<file path="config.mk">
export PLATFORM = sky130hd
export DESIGN_NAME = noise_sched
export DESIGN_NICKNAME = d
export VERILOG_FILES = /design/src/rtl/noise_sched.sv
export SDC_FILE = /design/constraint.sdc
export NUM_CORES = 1
export LEC_CHECK = 0
export BUFFER_PORTS_ARGS = -buffer_cell sky130_fd_sc_hd__buf_2
export CORE_MARGIN = 4
export CORE_UTILIZATION = 32
export CTS_CLUSTER_SIZE = 40
export DETAILED_ROUTE_END_ITERATION = 6
export HOLD_SLACK_MARGIN = 0.02
export SETUP_SLACK_MARGIN = 0.15
export SYNTH_ARGS = -nofsm -noshare
export SYNTH_HDL_FRONTEND = slang
export SYNTH_SLANG_ARGS = --single-unit
</file>
<file path="constraint.sdc">
create_clock -name clk_in -period 4.5 [get_ports clk_in]
set_clock_uncertainty 0.1 [all_clocks]
set_input_delay 0.45 -clock clk_in [delete_from_list [all_inputs] [get_ports clk_in]]
set_output_delay 0.45 -clock clk_in [all_outputs]
set_load 0.1 [all_outputs]
</file>
<file path="src/rtl/noise_sched.sv">
// Round-robin scheduler that shares one free-running noise LFSR between N_REQ consumers.
// It owns the LFSR reset/reseed sequencing and keeps grants at least STRIDE cycles apart.
module noise_sched #(
    parameter int N_REQ    = 4,
    parameter int SAMPLE_W = 16,
    parameter int STRIDE   = 16
) (
    input  logic                clk_in,
    input  logic                rst_in,
    input  logic                enable_in,
    input  logic                reseed_in,
    input  logic [30:0]         lfsr_in,
    output logic                lfsr_rst_out,
    input  logic [N_REQ-1:0]    req_in,
    output logic [N_REQ-1:0]    grant_out,
    output logic [SAMPLE_W-1:0] sample_out,
    output logic                sample_valid_out
);

    localparam int CNT_W = (STRIDE > 1) ? $clog2(STRIDE) : 1;
    localparam int PTR_W = $clog2(N_REQ);
    localparam logic [CNT_W-1:0] CNT_RELOAD = CNT_W'(STRIDE - 1);

    typedef enum logic {WARM, READY} state_t;

    state_t           state;
    logic [CNT_W-1:0] cnt;
    logic [PTR_W-1:0] ptr;

    logic             found;
    logic [PTR_W-1:0] winner;
    logic [PTR_W-1:0] ptr_next;
    logic [PTR_W:0]   idx;

    // Search upward from ptr with wrap-around; the first set request wins.
    always_comb begin
        // NOTE: every always_comb output gets a default first so no latch is inferred.
        found  = 1'b0;
        winner = '0;
        idx    = '0;
        for (int i = 0; i < N_REQ; i++) begin
            idx = {1'b0, ptr} + (PTR_W+1)'(i);
            if (idx >= (PTR_W+1)'(N_REQ))
                idx = idx - (PTR_W+1)'(N_REQ);
            if (!found && req_in[idx[PTR_W-1:0]]) begin
                found  = 1'b1;
                winner = idx[PTR_W-1:0];
            end
        end
        ptr_next = (winner == PTR_W'(N_REQ - 1)) ? '0 : winner + PTR_W'(1);
    end

    always_ff @(posedge clk_in) begin
        if (!rst_in) begin
            lfsr_rst_out     <= 1'b1;
            grant_out        <= '0;
            sample_valid_out <= 1'b0;
            sample_out       <= '0;
            ptr              <= '0;
            cnt              <= CNT_RELOAD;
            state            <= WARM;
        end else begin
            lfsr_rst_out     <= 1'b0;
            grant_out        <= '0;
            sample_valid_out <= 1'b0;
            if (cnt != '0)
                cnt <= cnt - CNT_W'(1);

            // Reseed wins over a grant on the same edge and restarts the warm-up window.
            if (reseed_in) begin
                lfsr_rst_out <= 1'b1;
                cnt          <= CNT_RELOAD;
                state        <= WARM;
            end else begin
                case (state)
                    WARM: begin
                        if (cnt <= CNT_W'(1))
                            state <= READY;
                    end
                    READY: begin
                        if (enable_in && found) begin
                            grant_out        <= N_REQ'(1) << winner;
                            sample_out       <= lfsr_in[30 -: SAMPLE_W];
                            sample_valid_out <= 1'b1;
                            ptr              <= ptr_next;
                            cnt              <= CNT_RELOAD;
                            state            <= WARM;
                        end
                    end
                    default: state <= WARM;
                endcase
            end
        end
    end

endmodule

</file>
==> metrics.txt, run 1 <==
ranking of synthesized cells by area dfxtp_1, o21ai_0, nand3_1; initial antenna violation count 0; fin crit period 1.96 ns; worst skew pair latency 0.28 ns; worst path required time 4.54 ns; postcts setup bufs 0; DRC 0; Die W 73.0 µm; Hold/Removal Path Class input pin to flip-flop; outcome finished clean; CTS clk-pin slew, worst paths 0.06 ns; final WL 3160 µm; Area growth syn-to-layout 22.7%; Yosys cell types 41; post-DR wirelength/cell 13.4 µm; # rows 23; Inst Count DP 229; CTS root buf clkbuf_8; cts hold-fix bufs 0; share of cells above drive strength 1 31.6%; #FFs+latches synth 29; final non-filler cell total 237; CTS tree yes; Final TNS setup 0 ns; RSZ-0062 raised after global routing false; Setup WS post-layout 2.54 ns; worst vdd ir 125 µV; pwr/cell area 303 nW/µm²; fin crit share 43.6%; antenna cell count 0; Total GRT Usage 12.9%; top-count cell post-synth dfxtp_1; crit-path max FO 19; Worst Setup End Kind flip-flop; synthesized cell area 1350 µm²; fill count 429; Final Util 40.9%; Mapped Nets 188; Post-synth EDFFs 0; final hold vios 0; Mapped Avg Cell Area 9.26 µm²; overall power 0.503 mW; post-DR vias/cell 5.12; Core ar. 4060 µm²; Final nets 228; sequential area share after synthesis 42.9%; worst-case clock buffer depth 2; Place WS 2.23 ns; input/output buffers 45; cell taking the most area after synthesis dfxtp_1; Arrival @ worst endpoint 2.01 ns; die area 5330 µm²; final max-slew violation count 0; Leak 0.675 nW; Final HPWL DP 2200 µm; via count 1213; DR iter-0 viols 51; Cells after Synth 146; Pre-Repair DR Iteration Count 4; routability cong. 0.849; max cap viols 0; num ports 61; Crit Path Category input pin to flip-flop; FMAX 0.510 GHz; Final ANT Viol Nets 0; vias in the first global route 1110; final setup fails 0; CTS Sinks 29; grt ovf 0; top_reg_cell synth dfxtp_1; post-CTS resize count 0; Worst-Margin Slew 0.837 ns; Yosys top cell area share 42.9%; Startpoint Class input pin; die height 73.0 µm; Ys Warns 0; max_slew headroom 43.8%; largest net degree at the start of global routing 21; first-pass GRT wire length 5340 µm; H-tree lvl count 2; Async SR Flop Fraction 0%; Post-synth top cells dfxtp_1, o21ai_0, nand3_1; cts bufs inserted 5; Starting Density 33.3%
==> layout by cell type, fill, tap and decap left out, types with 2 or more instances in the layout <==
master    Yosys  routed
a211oi_1      2       2
a21boi_0      8       8
a21boi_1     10      10
a21oi_1       2       2
buf_2         2      45
clkbuf_8      0       5
clkinv_2      0       2
dfxtp_1      29      29
ha_1          3       3
inv_1         4       4
mux2i_1       2       2
nand2_1       6       6
nand2b_1      3       3
nand3_1      17      17
nor2_1        2       2
nor2b_1       2       2
nor3_1        2       2
nor4_1        2       2
o211ai_1      2       2
o21ai_0      18      18
o221a_2       2       2
xnor2_1       2       2
==> cell families after synthesis <==
logic type | synth area share, %
flops | 42.9
fa+ha+maj | 2.78
mux | 1.48
simple gates | 17.0
xor+xnor | 1.30
compound gates | 28.4
buf+inv | 6.10
==> registers in the layout, summed over array words and instances (netlist names) <==
register,count
ptr,2
grant_out,4
state,1
cnt,4
sample_out,16
lfsr_rst_out,1
sample_valid_out,1
==> where the power goes <==
part | internal [mW] | leakage [nW] | switching [mW]
clock | 0.106 | 0.0439 | 0.0988
combinational | 0.0167 | 0.397 | 0.0225
sequential | 0.258 | 0.234 | 0.000848
==> per-layer routing <==
layer / GRT usage (%) / part of all wire [%] / up-vias
met5: 0 / 0 / -
met4: 2.46 / 0 / 0
met3: 6.75 / 10 / 0
met2: 19.7 / 44 / 47
met1: 16.4 / 45 / 550
li1: - / - / 616
==> worst max-delay path, stage by stage <==
cell and delay (ns):
buf_2 0.15, or4_1 0.91, a31oi_4 0.37, o211ai_1 0.11
==> worst paths after layout <==
check                 from             to  slack [ns]  cells past startpoint
max              req_in[2]         cnt[1]        2.54                      4
min            lfsr_in[22]  sample_out[7]        0.31                      3
max reg2reg          state   grant_out[3]        2.60                      3
min reg2reg  sample_out[6]  sample_out[6]        0.37                      2
==> cell type report <==
class | count | area, µm² | share of cell area [%]
Multi-Input combinational cell | 101 | 689 | 41.6
Sequential cell | 29 | 581 | 35.0
Timing Repair Buffer | 45 | 225 | 13.6
Clock buffer | 5 | 68.8 | 4.15
Tap cell | 50 | 62.6 | 3.77
Clock inverter | 3 | 17.5 | 1.06
Inverter | 4 | 15.0 | 0.905
==> per-stage QoR <==
| step | cell area [µm²] | hold WS (ns) |
|---|---|---|
| 2_1_floorplan | 1350 | 0.377 |
| 3_3_place_gp | 1570 | 0.359 |
| 3_5_place_dp | 1570 | 0.365 |
| 4_1_cts | 1660 | 0.311 |
| 5_1_grt | 1660 | 0.306 |
| 6_report | 1660 | 0.314 |
Power figures use the tool's default switching activity.
==> inputs of run 2 (changes only) <==
==> constraint.sdc (replaced) <==
create_clock -name clk_in -period 1.6 [get_ports clk_in]
set_clock_uncertainty 0.1 [all_clocks]
set_input_delay 0.16 -clock clk_in [delete_from_list [all_inputs] [get_ports clk_in]]
set_output_delay 0.16 -clock clk_in [all_outputs]
set_load 0.1 [all_outputs]
==> run 2 against run 1 <==
  * Final cell count grew 4.2%
  * Total power increased to 2.8 times the previous value
  * Register-to-register slack worse by 2.4 ns
  * Count of clock-buffer cells in the layout increased by 1
  * Flip-flop and latch count stayed put
  * Critical path type is now flip-flop to flip-flop
==> metrics.txt, run 2 (synthesis results as in run 1) <==
outcome finished clean; hold path depth 3 (unchanged); Startpoint Class flip-flop; die area 5330 µm² (unchanged); antenna cell count 0 (unchanged); Area growth syn-to-layout 31.6%; CTS tree yes; post-DR vias/cell 5.02 (-1.8%); first-pass GRT wire length 5430 µm (+1.7%); r2r startpoint ptr[1]; CTS root buf clkbuf_8; Final ANT Viol Nets 0 (unchanged); Inst Count DP 239 (+4.4%); share of cells above drive strength 1 38.6% (+7.0 points); vias in the first global route 1195 (+7.7%); Largest regs sample_out x16, cnt x4, grant_out x4; fin crit period 1.39 ns; Total GRT Usage 13.0% (+0.067 points); Worst-Margin Slew 0.490 ns (-0.347 ns); CTS clk-pin slew, worst paths 0.07 ns (about the same); final non-filler cell total 247 (+4.2%); Leak 0.750 nW (+11%); largest net degree at the start of global routing 19 (-9.5%); critical path's slowest cell dfxtp_2; input/output buffers 45 (unchanged); Top reg by flops sample_out; fin crit share 87.1%; final setup fails 0 (unchanged); Final HPWL DP 2390 µm (+8.5%); pwr/cell area 803 nW/µm² (+160%); Die W 73.0 µm (unchanged); worst vdd ir 488 µV (+290%); crit path from ptr[1]; grt ovf 0 (unchanged); num ports 61 (unchanged); fill count 408 (-4.9%); FMAX 0.718 GHz; post-DR wirelength/cell 13.2 µm (-0.96%); Crit Path Category flip-flop to flip-flop; RSZ-0062 raised after global routing false; final WL 3270 µm (+3.2%); WP depth 3 (-1); delay of the slowest critical-path stage 0.42 ns (-0.49 ns); Core ar. 4060 µm² (unchanged); max cap viols 0 (unchanged); Starting Density 33.3% (unchanged); Final Instance Area 1780 µm² (+7.3%); Hold WS 0.0316 ns (-0.282 ns); final max-slew violation count 0 (unchanged); max_slew headroom 67.6% (+24 points); max reg flops 16 (unchanged); crit-path max FO 10 (-9); postcts setup bufs 0 (unchanged); most common cell after layout, fill and taps aside buf_2; die height 73.0 µm (unchanged); initial antenna violation count 0 (unchanged); Final nets 238 (+4.4%); cts hold-fix bufs 0 (unchanged); most frequent cells in the layout buf_2, dfxtp_1, o21ai_0; # rows 23 (unchanged); beginning of the worst hold path lfsr_in[24]; DRC 0 (unchanged); Arrival @ worst endpoint 1.46 ns (-0.55 ns); routability cong. 0.794 (-6.5%); H-tree lvl count 2 (unchanged); Final TNS setup 0 ns (unchanged); Final Util 43.9% (+3.0 points); CTS Sinks 29 (unchanged); Worst Setup End Kind flip-flop; worst path required time 1.66 ns (-2.88 ns); DR iter-0 viols 74 (+45%); final hold vios 0 (unchanged); Crit path max-delay family compound AO/OA/AOI/OAI gates; worst skew pair latency 0.28 ns (about the same); Cell Chain, Critical Path mux2i_2, o21ai_0, o311a_1; Hold/Removal Path Class input pin to flip-flop; CP bufs+invs 0 (-1); number of cells on the worst reg-to-reg path 3 (unchanged); Pre-Repair DR Iteration Count 4 (unchanged); worst-case clock buffer depth 2 (unchanged); via count 1241 (+2.3%); cts bufs inserted 5 (unchanged); Post-Place Cell Area 1670 µm² (+6.0%)
==> run 2: cell types whose count changed in the layout (fill, tap and decap cells not counted), sizes merged <==
cell	delta
clkinvlp	-1
clkbuf	+1
buf	+10
==> run 2: cell type report <==
class                      count  area (µm²)  area share (%)
multi-input combinational    101         724            40.7
sequential                    29         583            32.7
timing repair buffer          55         313            17.6
clock buffer                   6        72.6            4.08
tap                           50        62.6            3.51
inverter                       4        15.0           0.843
clock inverter                 2        10.0           0.562
==> run 2: timing repair <==
action,CTS,global route
gates resized for setup,2,6
endpoints found under the setup margin,3,3
pin swaps,0,1
==> run 2: power by group <==
group / leakage [nW] / total (mW) / internal, mW / switching, mW
sequential: 0.234 / 0.728 / 0.726 / 0.00215
combinational: 0.471 / 0.128 / 0.0595 / 0.0682
clock: 0.0450 / 0.574 / 0.300 / 0.274
==> run 2: metrics by stage <==
step	setup slack [ns]	power [mW]
floorplan	0.151	0.820
global placement	0.142	0.869
detailed placement	0.0998	0.869
CTS	0.193	1.45
global route	0.150	1.50
finish	0.207	1.43
==> run 2: path summary, 6_finish.rpt <==
path	slack (ns)	end
min reg2reg	0.37	sample_out[3]
min	0.03	sample_out[9]
max reg2reg	0.21	ptr[0]
max	0.21	ptr[0]
==> run 2: layer usage <==
| metal | vias up | part of all wire (%) | global-route usage [%] |
|---|---|---|---|
| met4 | 0 | 1.3 | 4.30 |
| met5 | - | 0 | 0 |
| met3 | 6 | 8.1 | 4.13 |
| met2 | 40 | 44 | 20.5 |
| met1 | 561 | 47 | 16.8 |
| li1 | 634 | - | - |
==> run 2: worst min-delay path: cells and delay by family <==
family,cells,cell delay (ns)
simple gates,1,0.05
buf+inv,1,0.09
compound gates,1,0.05
